**config.mk**
```make
export PLATFORM = sky130hd
export DESIGN_NAME = person_counter
export DESIGN_NICKNAME = d
export VERILOG_FILES = /design/src/rtl/person_counter_pkg.sv /design/src/rtl/person_counter_sensor_debouncer.sv /design/src/rtl/person_counter.sv
export SDC_FILE = /design/constraint.sdc
export NUM_CORES = 1
export LEC_CHECK = 0
export ABC_CLOCK_PERIOD_IN_PS = 6100
export BUFFER_PORTS_ARGS = -buffer_cell sky130_fd_sc_hd__buf_2
export CORE_MARGIN = 2
export CORE_UTILIZATION = 61
export CTS_BUF_LIST = sky130_fd_sc_hd__clkbuf_8
export DETAILED_ROUTE_END_ITERATION = 16
export PLACE_DENSITY = 0.8
export SYNTH_ARGS = -nofsm -noshare
export SYNTH_HDL_FRONTEND = slang
export SYNTH_SLANG_ARGS = --single-unit
export TNS_END_PERCENT = 30
```
**constraint.sdc**
```tcl
create_clock -name clk_i -period 6.1 [get_ports clk_i]
set_input_delay 1.22 -clock clk_i [delete_from_list [all_inputs] [get_ports clk_i]]
set_output_delay 1.22 -clock clk_i [all_outputs]
set_load 0.1 [all_outputs]
```
**src/rtl/person_counter_pkg.sv**
```systemverilog
// Shared constants for the doorway occupancy counter.
// Holds the default count width, the FSM state encodings (`PC_ST_*) and the
// state type used by person_counter and anyone observing its debug state.
`ifndef PERSON_COUNTER_DATA_WIDTH
`define PERSON_COUNTER_DATA_WIDTH 8
`endif

`define PC_ST_IDLE     3'd0
`define PC_ST_IN_A     3'd1
`define PC_ST_IN_AB    3'd2
`define PC_ST_IN_B     3'd3
`define PC_ST_OUT_B    3'd4
`define PC_ST_OUT_BA   3'd5
`define PC_ST_OUT_A    3'd6
`define PC_ST_WAIT_CLR 3'd7

package person_counter_pkg;

    typedef enum logic [2:0] {
        ST_IDLE     = `PC_ST_IDLE,
        ST_IN_A     = `PC_ST_IN_A,
        ST_IN_AB    = `PC_ST_IN_AB,
        ST_IN_B     = `PC_ST_IN_B,
        ST_OUT_B    = `PC_ST_OUT_B,
        ST_OUT_BA   = `PC_ST_OUT_BA,
        ST_OUT_A    = `PC_ST_OUT_A,
        ST_WAIT_CLR = `PC_ST_WAIT_CLR
    } pc_state_e;

    // True while a passage is in progress (the states that may time out).
    function automatic logic is_passage_state(input pc_state_e s);
        return (s != ST_IDLE) && (s != ST_WAIT_CLR);
    endfunction

endpackage

```
**src/rtl/person_counter_sensor_debouncer.sv**
```systemverilog
// Beam-sensor conditioner: 2-FF synchronizer followed by a stability filter.
// The debounced level only flips after the synchronized input has disagreed
// with it for DEBOUNCE_CYCLES consecutive cycles; any return to the current
// level restarts the count.
module sensor_debouncer #(
    parameter int unsigned DEBOUNCE_CYCLES = 50000
) (
    input  logic clk_i,
    input  logic rst_ni,
    input  logic async_i,
    output logic level_o
);

    localparam int unsigned CNT_W = $clog2(DEBOUNCE_CYCLES + 1);

    logic [1:0]       r_sync;
    logic [CNT_W-1:0] r_cnt;
    logic             r_level;

    // Bring the asynchronous beam signal into the clock domain.
    always_ff @(posedge clk_i or negedge rst_ni) begin
        if (!rst_ni) begin
            r_sync <= 2'b00;
        end else begin
            r_sync <= {r_sync[0], async_i};
        end
    end

    // Accept a new level only after it has been stable long enough.
    always_ff @(posedge clk_i or negedge rst_ni) begin
        if (!rst_ni) begin
            r_cnt   <= '0;
            r_level <= 1'b0;
        end else if (r_sync[1] == r_level) begin
            r_cnt <= '0;
        end else if (r_cnt == CNT_W'(DEBOUNCE_CYCLES - 1)) begin
            r_level <= r_sync[1];
            r_cnt   <= '0;
        end else begin
            r_cnt <= r_cnt + 1'b1;
        end
    end

    assign level_o = r_level;

endmodule

```
**src/rtl/person_counter.sv**
```systemverilog
// Doorway occupancy counter: decodes passages across two IR beams (A outside,
// B inside) and keeps a saturating person count for security_controller.
// Optional feature macro: PERSON_COUNTER_TIMEOUT_EN adds a dwell timeout that
// abandons a passage stuck in one state for TIMEOUT_CYCLES cycles.
module person_counter
    import person_counter_pkg::*;
#(
    parameter int unsigned COUNT_W         = `PERSON_COUNTER_DATA_WIDTH,
    parameter int unsigned MAX_COUNT       = (1 << COUNT_W) - 1,
    parameter int unsigned DEBOUNCE_CYCLES = 50000,
    parameter int unsigned TIMEOUT_CYCLES  = 5000000
) (
    input  logic               clk_i,
    input  logic               rst_ni,
    input  logic               sensor_a_i,
    input  logic               sensor_b_i,
    input  logic               count_clr_i,
    output logic [COUNT_W-1:0] person_count_o,
    output logic               entry_pulse_o,
    output logic               exit_pulse_o,
    output logic               sat_o,
    output logic               seq_err_o,
    output logic               timeout_o,
    output pc_state_e          state_o
);

    localparam logic [COUNT_W-1:0] MAX_C = COUNT_W'(MAX_COUNT);

    logic               w_da;
    logic               w_db;
    logic [1:0]         w_in;
    pc_state_e          w_next_seq;
    pc_state_e          w_next;
    logic               w_entry;
    logic               w_exit;
    logic               w_err;

    pc_state_e          r_state;
    logic [COUNT_W-1:0] r_count;
    logic               r_entry;
    logic               r_exit;
    logic               r_sat;
    logic               r_err;

    sensor_debouncer #(.DEBOUNCE_CYCLES(DEBOUNCE_CYCLES)) u_deb_a (
        .clk_i   (clk_i),
        .rst_ni  (rst_ni),
        .async_i (sensor_a_i),
        .level_o (w_da)
    );

    sensor_debouncer #(.DEBOUNCE_CYCLES(DEBOUNCE_CYCLES)) u_deb_b (
        .clk_i   (clk_i),
        .rst_ni  (rst_ni),
        .async_i (sensor_b_i),
        .level_o (w_db)
    );

    assign w_in = {w_da, w_db};

    // Passage sequence decode: next state plus entry/exit/error events.
    always_comb begin
        w_next_seq = r_state;
        w_entry    = 1'b0;
        w_exit     = 1'b0;
        w_err      = 1'b0;
        case (r_state)
            ST_IDLE: case (w_in)
                2'b10:   w_next_seq = ST_IN_A;
                2'b01:   w_next_seq = ST_OUT_B;
                2'b11:   begin w_next_seq = ST_WAIT_CLR; w_err = 1'b1; end
                default: ;
            endcase
            ST_IN_A: case (w_in)
                2'b11:   w_next_seq = ST_IN_AB;
                2'b00:   w_next_seq = ST_IDLE;
                2'b01:   begin w_next_seq = ST_WAIT_CLR; w_err = 1'b1; end
                default: ;
            endcase
            ST_IN_AB: case (w_in)
                2'b01:   w_next_seq = ST_IN_B;
                2'b10:   w_next_seq = ST_IN_A;
                2'b00:   begin w_next_seq = ST_IDLE; w_err = 1'b1; end
                default: ;
            endcase
            ST_IN_B: case (w_in)
                2'b00:   begin w_next_seq = ST_IDLE; w_entry = 1'b1; end
                2'b11:   w_next_seq = ST_IN_AB;
                2'b10:   begin w_next_seq = ST_WAIT_CLR; w_err = 1'b1; end
                default: ;
            endcase
            ST_OUT_B: case (w_in)
                2'b11:   w_next_seq = ST_OUT_BA;
                2'b00:   w_next_seq = ST_IDLE;
                2'b10:   begin w_next_seq = ST_WAIT_CLR; w_err = 1'b1; end
                default: ;
            endcase
            ST_OUT_BA: case (w_in)
                2'b10:   w_next_seq = ST_OUT_A;
                2'b01:   w_next_seq = ST_OUT_B;
                2'b00:   begin w_next_seq = ST_IDLE; w_err = 1'b1; end
                default: ;
            endcase
            ST_OUT_A: case (w_in)
                2'b00:   begin w_next_seq = ST_IDLE; w_exit = 1'b1; end
                2'b11:   w_next_seq = ST_OUT_BA;
                2'b01:   begin w_next_seq = ST_WAIT_CLR; w_err = 1'b1; end
                default: ;
            endcase
            ST_WAIT_CLR: if (w_in == 2'b00) w_next_seq = ST_IDLE;
            default: w_next_seq = ST_IDLE;
        endcase
    end

`ifdef PERSON_COUNTER_TIMEOUT_EN
    localparam int unsigned DWELL_W = $clog2(TIMEOUT_CYCLES + 1);

    logic [DWELL_W-1:0] r_dwell;
    logic               r_timeout;
    logic               w_timeout;

    // A real transition in the same cycle takes precedence over the timeout.
    assign w_timeout = is_passage_state(r_state) && (w_next_seq == r_state) &&
                       (r_dwell == DWELL_W'(TIMEOUT_CYCLES - 1));
    assign w_next    = w_timeout ? ST_WAIT_CLR : w_next_seq;

    // Dwell counter: cycles spent in the current passage state.
    always_ff @(posedge clk_i or negedge rst_ni) begin
        if (!rst_ni) begin
            r_dwell   <= '0;
            r_timeout <= 1'b0;
        end else begin
            r_timeout <= w_timeout;
            if (!is_passage_state(r_state) || (w_next != r_state)) begin
                r_dwell <= '0;
            end else begin
                r_dwell <= r_dwell + 1'b1;
            end
        end
    end

    assign timeout_o = r_timeout;
`else
    assign w_next    = w_next_seq;
    assign timeout_o = 1'b0;
`endif

    // State register, event pulses and the saturating count, updated together.
    always_ff @(posedge clk_i or negedge rst_ni) begin
        if (!rst_ni) begin
            r_state <= ST_IDLE;
            r_count <= '0;
            r_entry <= 1'b0;
            r_exit  <= 1'b0;
            r_sat   <= 1'b0;
            r_err   <= 1'b0;
        end else begin
            r_state <= w_next;
            r_entry <= w_entry;
            r_exit  <= w_exit;
            r_err   <= w_err;
            r_sat   <= 1'b0;
            if (count_clr_i) begin
                r_count <= '0;
            end else if (w_entry) begin
                if (r_count == MAX_C) r_sat <= 1'b1;
                else                  r_count <= r_count + 1'b1;
            end else if (w_exit) begin
                if (r_count == '0) r_sat <= 1'b1;
                else               r_count <= r_count - 1'b1;
            end
        end
    end

    assign person_count_o = r_count;
    assign entry_pulse_o  = r_entry;
    assign exit_pulse_o   = r_exit;
    assign sat_o          = r_sat;
    assign seq_err_o      = r_err;
    assign state_o        = r_state;

endmodule

```
==> qor.yml, run 1 <==
cts:
  path_clk_slew_ns: 0.10
  numCtsBuffers: 5
  postCtsSetupBuffers: 0
  cts_tree: "built"
  cts_hold_buf: 0
  htreeDepth: 2
  clockBufferDepth: 2
  cts_root_buf: "clkbuf_8"
  clkSinkCount: 53
  cts_resized: 0
  insertion_delay_ns: 0.30
finish:
  syn2layout_area_growth_pct: 6.97
  drive_gt1_frac: 0.125
  nets: 353
  final_util: 0.682
  fill_cells: 389
  antennaDiodeCount: 0
global_routing:
  antenna_found_initial: 0
  grt_max_degree: 54
  grt-ovfl-total: 0
  grt_pass1_vias: 2118
  track_usage: 0.225
  grt_pass1_wl_mm: 9.85
logic_synthesis:
  syn_area_per_cell_um2: 9.53
  yosysMostFrequentCell: "dfrtp_1"
  yosysTopAreaCellShare: 0.435
  synth-edff-count: 0
  netlist_area_um2: 3050
  yosys_warnings: 0
  ys_top_cells_by_area: "dfrtp_1 (43%), nor2_1 (5.9%), ha_1 (5.7%)"
  synthCells: 320
  yosysUniqueCellTypes: 57
  synth_flop_cell: "dfrtp_1"
  synth_area_leader_cell: "dfrtp_1"
  yosysSeqAreaShare: 0.435
  ys_top_cells_by_count: "dfrtp_1 (53), nor2_1 (48), xor2_1 (20)"
  ys_seq_elements: 53
  synth_nets: 339
  async_reset_ff_frac: 1.00
power:
  leakage_nw: 1.44
  total_power_mw: 0.988
  p_per_area_nw_per_um2: 303
  vdd_drop_max_mv: 0.263
run_status:
  status: "finished, final reports clean"
die:
  core-area_um2: 4790
  start_util: 0.637
  die_h_um: 74.7
  die_area_um2: 5580
  rows: 25
  io_pins: 21
  chipWidth_um: 74.7
sta:
  tns_ns: 0
  grt_setup_unrepaired: "no"
  setup_viol: 0
  holdWs_ns: 0.355
  slew_headroom: 0.546
  post-route-period-util: 0.470
  skew_ns: 0.00343
  fin_crit_ns: 2.87
  slew_violations: 0
  fmax_ghz: 0.348
  final_hold_viol_count: 0
  worst_pin_slew_ns: 0.681
detailed_routing:
  drc: 0
  vias_per_cell: 5.71
  via_count: 2296
  finalWirelength_mm: 5.59
  detail-route-antenna-nets: 0
  wl_per_cell_um: 13.9
  drtPass1Iterations: 4
  drtIter0Drc: 112
setup_path:
  worst-path-max-fanout: 21
  path_delay_family: "flip-flops"
  arrival_ns: 1.65
  startpoint_type: "flop"
  cp_num_cells: 1
  crit_buf_inv: 1
  slowest_delay_ns: 0.79
  crit_path_end_kind: "output port"
  cp_slowest_cell: "dfrtp_1"
  critPathKind: "flop to output port"
  crit_chain: "buf_2"
  r2r_cells: 9
  cp.required_ns: 4.88
min_path:
  hp-class: "flop to flop"
  min_path_cells: 0
placed_design:
  portBuffers: 19
  gp_congestion: 0.883
  dpl.hpwl_mm: 3.94
flow_run:
  cap_violations: 0
==> report_power, final <==
part | leakage, nW | internal [mW] | total (mW) | switching, mW
clock network | 0.0445 | 0.0816 | 0.198 | 0.117
logic | 0.683 | 0.114 | 0.376 | 0.261
registers | 0.717 | 0.375 | 0.414 | 0.0389
==> kinds of logic after synthesis <==
family | after synthesis | synth area share
AND/OR/NAND/NOR | 138 | 0.240
adder cells (fa/ha/maj) | 14 | 0.0574
multiplexers | 5 | 0.0217
XOR/XNOR | 35 | 0.100
AO/OA/AOI/OAI | 51 | 0.111
other | 1 | 0.00123
flip-flops | 53 | 0.435
buffers and inverters | 23 | 0.0332
==> layer usage <==
layer | part of all wire | routed length, µm | track usage | up-vias
li1 | - | - | - | 1152
met1 | 0.49 | 2760 | 0.331 | 1093
met2 | 0.47 | 2610 | 0.355 | 44
met3 | 0.030 | 168 | 0.0361 | 7
met4 | 0.010 | 57 | 0.0516 | 0
met5 | 0 | 0 | 0 | -
==> final timing paths <==
| kind | from | endpoint | slack (ns) |
|---|---|---|---|
| setup reg to reg | u_deb_a.level_o$_DFFE_PN0P_ | person_count_o[7]$_DFFE_PN0P_ | 3.23 |
| hold / removal | u_deb_b.r_sync[0]$_DFF_PN0_ | u_deb_b.r_sync[1]$_DFF_PN0_ | 0.36 |
| hold reg to reg | u_deb_b.r_sync[0]$_DFF_PN0_ | u_deb_b.r_sync[1]$_DFF_PN0_ | 0.36 |
| setup / recovery | state_o[1]$_DFFE_PN0P_ | state_o[1] | 3.23 |
| min in group asynchronous | rst_ni | seq_err_o$_DFF_PN0_ | 1.01 |
| max in group asynchronous | rst_ni | u_deb_a.r_cnt[7]$_DFF_PN0_ | 4.65 |
==> metrics by stage <==
step	std cells	worst slack [ns]	cell area, µm²
3_5_place_dp	394	3.24	3170
5_1_grt	402	3.00	3260
3_3_place_gp	394	3.38	3170
2_1_floorplan	320	3.27	3050
4_1_cts	402	3.22	3260
6_report	402	3.23	3260
==> cells in the final DEF (no fill, tap or decap), types with 3 or more instances in the layout <==
master     n
dfrtp_1   53
or3_1      4
inv_1      9
nand4_1   10
o21ai_0   12
ha_1      14
nor3_1     7
and3_1     7
o31ai_1    6
a21oi_1   11
mux2_2     3
clkbuf_8   5
nand3_1   17
buf_2     19
xor2_1    20
nor2b_1    4
xnor2_1   15
nand2_1   19
nor2_1    48
==> state kept, by name (all words and copies together), names as in the netlist <==
register         flops
person_count_o       8
exit_pulse_o         1
seq_err_o            1
u_deb_a.level_o      1
u_deb_b.r_cnt       16
u_deb_a.r_cnt       16
sat_o                1
u_deb_b.r_sync       2
u_deb_a.r_sync       2
u_deb_b.level_o      1
entry_pulse_o        1
state_o              3
==> final cells by class <==
cell class              instances  area, µm²  area share
flip-flops and latches         53       1330       0.406
repair buffers                 20        103      0.0314
clock buffers                   5       68.8      0.0211
clock inverters                 3       21.3     0.00652
inverters                      10       37.5      0.0115
multi-input cells             244       1620       0.497
well taps                      67       83.8      0.0257
Note: power is estimated with default switching activity, not from simulation.
==> inputs of run 2 (changes only) <==
--- a/config.mk
+++ b/config.mk
@@ -5,13 +5,14 @@
 export SDC_FILE = /design/constraint.sdc
 export NUM_CORES = 1
 export LEC_CHECK = 0
-export ABC_CLOCK_PERIOD_IN_PS = 6100
+export ABC_AREA = 1
+export ABC_CLOCK_PERIOD_IN_PS = 2500
 export BUFFER_PORTS_ARGS = -buffer_cell sky130_fd_sc_hd__buf_2
 export CORE_MARGIN = 2
-export CORE_UTILIZATION = 61
+export CORE_UTILIZATION = 57
 export CTS_BUF_LIST = sky130_fd_sc_hd__clkbuf_8
 export DETAILED_ROUTE_END_ITERATION = 16
-export PLACE_DENSITY = 0.8
+export PLACE_DENSITY = 0.79
 export SYNTH_ARGS = -nofsm -noshare
 export SYNTH_HDL_FRONTEND = slang
 export SYNTH_SLANG_ARGS = --single-unit
==> constraint.sdc (replaced) <==
create_clock -name clk_i -period 2.5 [get_ports clk_i]
set_input_delay 0.5 -clock clk_i [delete_from_list [all_inputs] [get_ports clk_i]]
set_output_delay 0.5 -clock clk_i [all_outputs]
set_load 0.1 [all_outputs]
==> qor.yml, run 2 <==
detailed_routing:
  drtIter0Drc: 156  # +39%
  drtPass1Iterations: 5  # +1
  finalWirelength_mm: 6.54  # +17%
  vias_per_cell: 5.25  # -8.0%
  drc: 0  # unchanged
  wl_per_cell_um: 12.7  # -8.9%
  detail-route-antenna-nets: 0  # unchanged
  via_count: 2711  # +18%
sta:
  skew_ns: 0.0113  # +0.00789 ns
  grt_setup_unrepaired: "yes"
  fmax_ghz: 0.442
  fin_crit_ns: 2.26
  final_hold_viol_count: 0  # unchanged
  post-route-period-util: 0.905
  setup_viol: 0  # unchanged
  slew_violations: 0  # unchanged
finish:
  fill_cells: 481  # +24%
  nets: 462  # +31%
  final_common_cell: "nand2_1"
  multi_input_area_um2: 1650  # +1.9%
  syn2layout_area_growth_pct: 10.3
  drive_gt1_frac: 0.133  # +0.00751
  ff_latch_area_um2: 1330  # +0.28%
  antennaDiodeCount: 0  # unchanged
  fin_area_um2: 3530  # +8.2%
  final_cell_mix: "nand2_1 (85), nor2_1 (68), inv_1 (51), dfrtp_1 (50), nand3_1 (30)"
cts:
  htreeDepth: 2  # unchanged
  cts_resized: 0  # unchanged
  cts_root_buf: "clkbuf_8"
  clockBufferDepth: 2  # unchanged
  clkSinkCount: 53  # unchanged
  cts_tree: "built"
  insertion_delay_ns: 0.31  # about the same
  postCtsSetupBuffers: 0  # unchanged
  numCtsBuffers: 5  # unchanged
  path_clk_slew_ns: 0.10  # about the same
logic_synthesis:
  yosysMostFrequentCell: "nand2_1"
  syn_area_per_cell_um2: 7.72  # -19%
  synth_nets: 434  # +28%
  yosys_warnings: 0  # unchanged
  async_reset_ff_frac: 1.00  # unchanged
  ys_top_cells_by_area: "dfrtp_1 (41%), nand2_1 (10%), nor2_1 (8.0%)"
  synth-simple-area-share: 0.356  # +0.116
  yosysTopAreaCellShare: 0.414  # -0.0206
  synth_top_family_by_area: "simple AND/OR/NAND/NOR gates"
  synth_fa_ha_area_frac: 0.0547  # -0.00272
  ys_seq_elements: 53  # unchanged
  yosysSeqAreaShare: 0.414  # -0.0206
  ys_top_cells_by_count: "nand2_1 (85), nor2_1 (68), dfrtp_1 (53)"
  synth.area.mux_share: 0  # -0.0217
  yosysUniqueCellTypes: 31  # -46%
  synth_compound_area_frac: 0.0586  # -0.0525
  synth_area_leader_cell: "dfrtp_1"
  synth-edff-count: 0  # unchanged
  yosys.area_share.xor_xnor: 0.0465  # -0.0540
  netlist_area_um2: 3200  # +5.0%
  synthCells: 415  # +30%
  synth_flop_cell: "dfrtp_1"
die:
  start_util: 0.585  # -0.0523
  chipWidth_um: 79.0  # +5.7%
  die_h_um: 79.0  # +5.7%
  die_area_um2: 6230  # +12%
  core-area_um2: 5470  # +14%
  rows: 27  # +8.0%
  io_pins: 21  # unchanged
setup_path:
  worst-path-max-fanout: 7  # -67%
  arrival_ns: 2.48  # +0.83 ns
  startpoint_type: "flop"
  crit_path_end_kind: "flop"
  critPathKind: "flop to flop"
  cp.required_ns: 2.71  # -2.17 ns
placed_design:
  dpl.hpwl_mm: 4.88  # +24%
  dpl-instance-area_um2: 3420  # +7.7%
  gp_congestion: 0.946  # +7.2%
  portBuffers: 19  # unchanged
run_status:
  status: "finished, final reports clean"
power:
  leakage_nw: 1.64  # +14%
  vdd_drop_max_mv: 0.887  # +240%
  p_per_area_nw_per_um2: 667  # +120%
  total_power_mw: 2.35  # +140%
min_path:
  hp-class: "primary input to async pin"
global_routing:
  grt-ovfl-total: 0  # unchanged
  grt_pass1_vias: 2562  # +21%
  grt_max_degree: 54  # unchanged
  antenna_found_initial: 0  # unchanged
  track_usage: 0.230  # +0.00512
  grt_pass1_wl_mm: 11.5  # +17%
flow_run:
  cap_violations: 0  # unchanged
-- run 2: layout make-up --
class,instances,share of cell area
tap,72,0.0255
multi-input combinational,304,0.468
inverter,57,0.0606
sequential,53,0.377
clock inverter,3,0.0124
timing repair buffer,22,0.0369
clock buffer,5,0.0195
-- run 2: where the power goes --
part           leakage (nW)  switching [mW]  internal (mW)
Combinational         0.872           0.591          0.192
Clock                0.0585           0.297          0.301
Sequential            0.713          0.0665          0.908
-- run 2: worst max-delay path, cell delays in order (launching register included) --
cell and delay (ns):
dfrtp_1 0.45, inv_1 0.14, ha_1 0.20, nand4_2 0.23, ha_1 0.40, a21oi_1 0.25, o21ai_0 0.11, a21oi_1 0.17
nand3_1 0.09, nand3_1 0.08, nand2_1 0.04
-- run 2: cell families after synthesis --
kind of cell | count (synthesis)
simple gates | 242
buf+inv | 58
flops | 53
compound gates | 30
xor+xnor | 17
fa+ha+maj | 14
other cells | 1
-- run 2: worst paths after layout --
| check | start | end | slack (ns) | cells after the start |
|---|---|---|---|---|
| worst max-delay path | u_deb_b.level_o$_DFFE_PN0P_ | person_count_o[7]$_DFFE_PN0P_ | 0.24 | 10 |
| min in group clk_i | sensor_b_i | u_deb_b.r_sync[0]$_DFF_PN0_ | 0.29 | 1 |
| worst min register to register | u_deb_b.r_sync[0]$_DFF_PN0_ | u_deb_b.r_sync[1]$_DFF_PN0_ | 0.36 | 0 |
| max in group asynchronous | rst_ni | state_o[0]$_DFFE_PN0P_ | 2.10 | 2 |
| worst max register to register | u_deb_b.level_o$_DFFE_PN0P_ | person_count_o[7]$_DFFE_PN0P_ | 0.24 | 10 |
| worst min-delay path | rst_ni | u_deb_a.r_cnt[13]$_DFF_PN0_ | 0.16 | 2 |
-- run 2: repair_timing --
item / 4_1_cts / 5_1_grt
setup endpoints to repair: 0 / 2
endpoints found under the hold margin: 0 / 0
hold buffers: 0 / 0
-- run 2: routing by layer --
metal | up-vias | GRT usage | part of all wire
met5 | - | 0 | 0
met3 | 8 | 0.0398 | 0.035
met1 | 1249 | 0.320 | 0.47
li1 | 1405 | - | -
met2 | 49 | 0.376 | 0.48
met4 | 0 | 0.0603 | 0.011
-- run 2: stage by stage --
| step | setup WS [ns] | hold WS, ns | util | instances | setup TNS (ns) |
|---|---|---|---|---|---|
| CTS | 0.225 | 0.162 | 0.645 | 516 | 0 |
| floorplan | 0.198 | 0.204 | - | 415 | 0 |
| detailed placement | 0.233 | 0.340 | 0.625 | 508 | 0 |
| global placement | 0.320 | 0.341 | 0.625 | 508 | 0 |
| global route | -0.0273 | 0.194 | 0.645 | 516 | -0.0504 |
| finish | 0.237 | 0.161 | 0.645 | 516 | 0 |
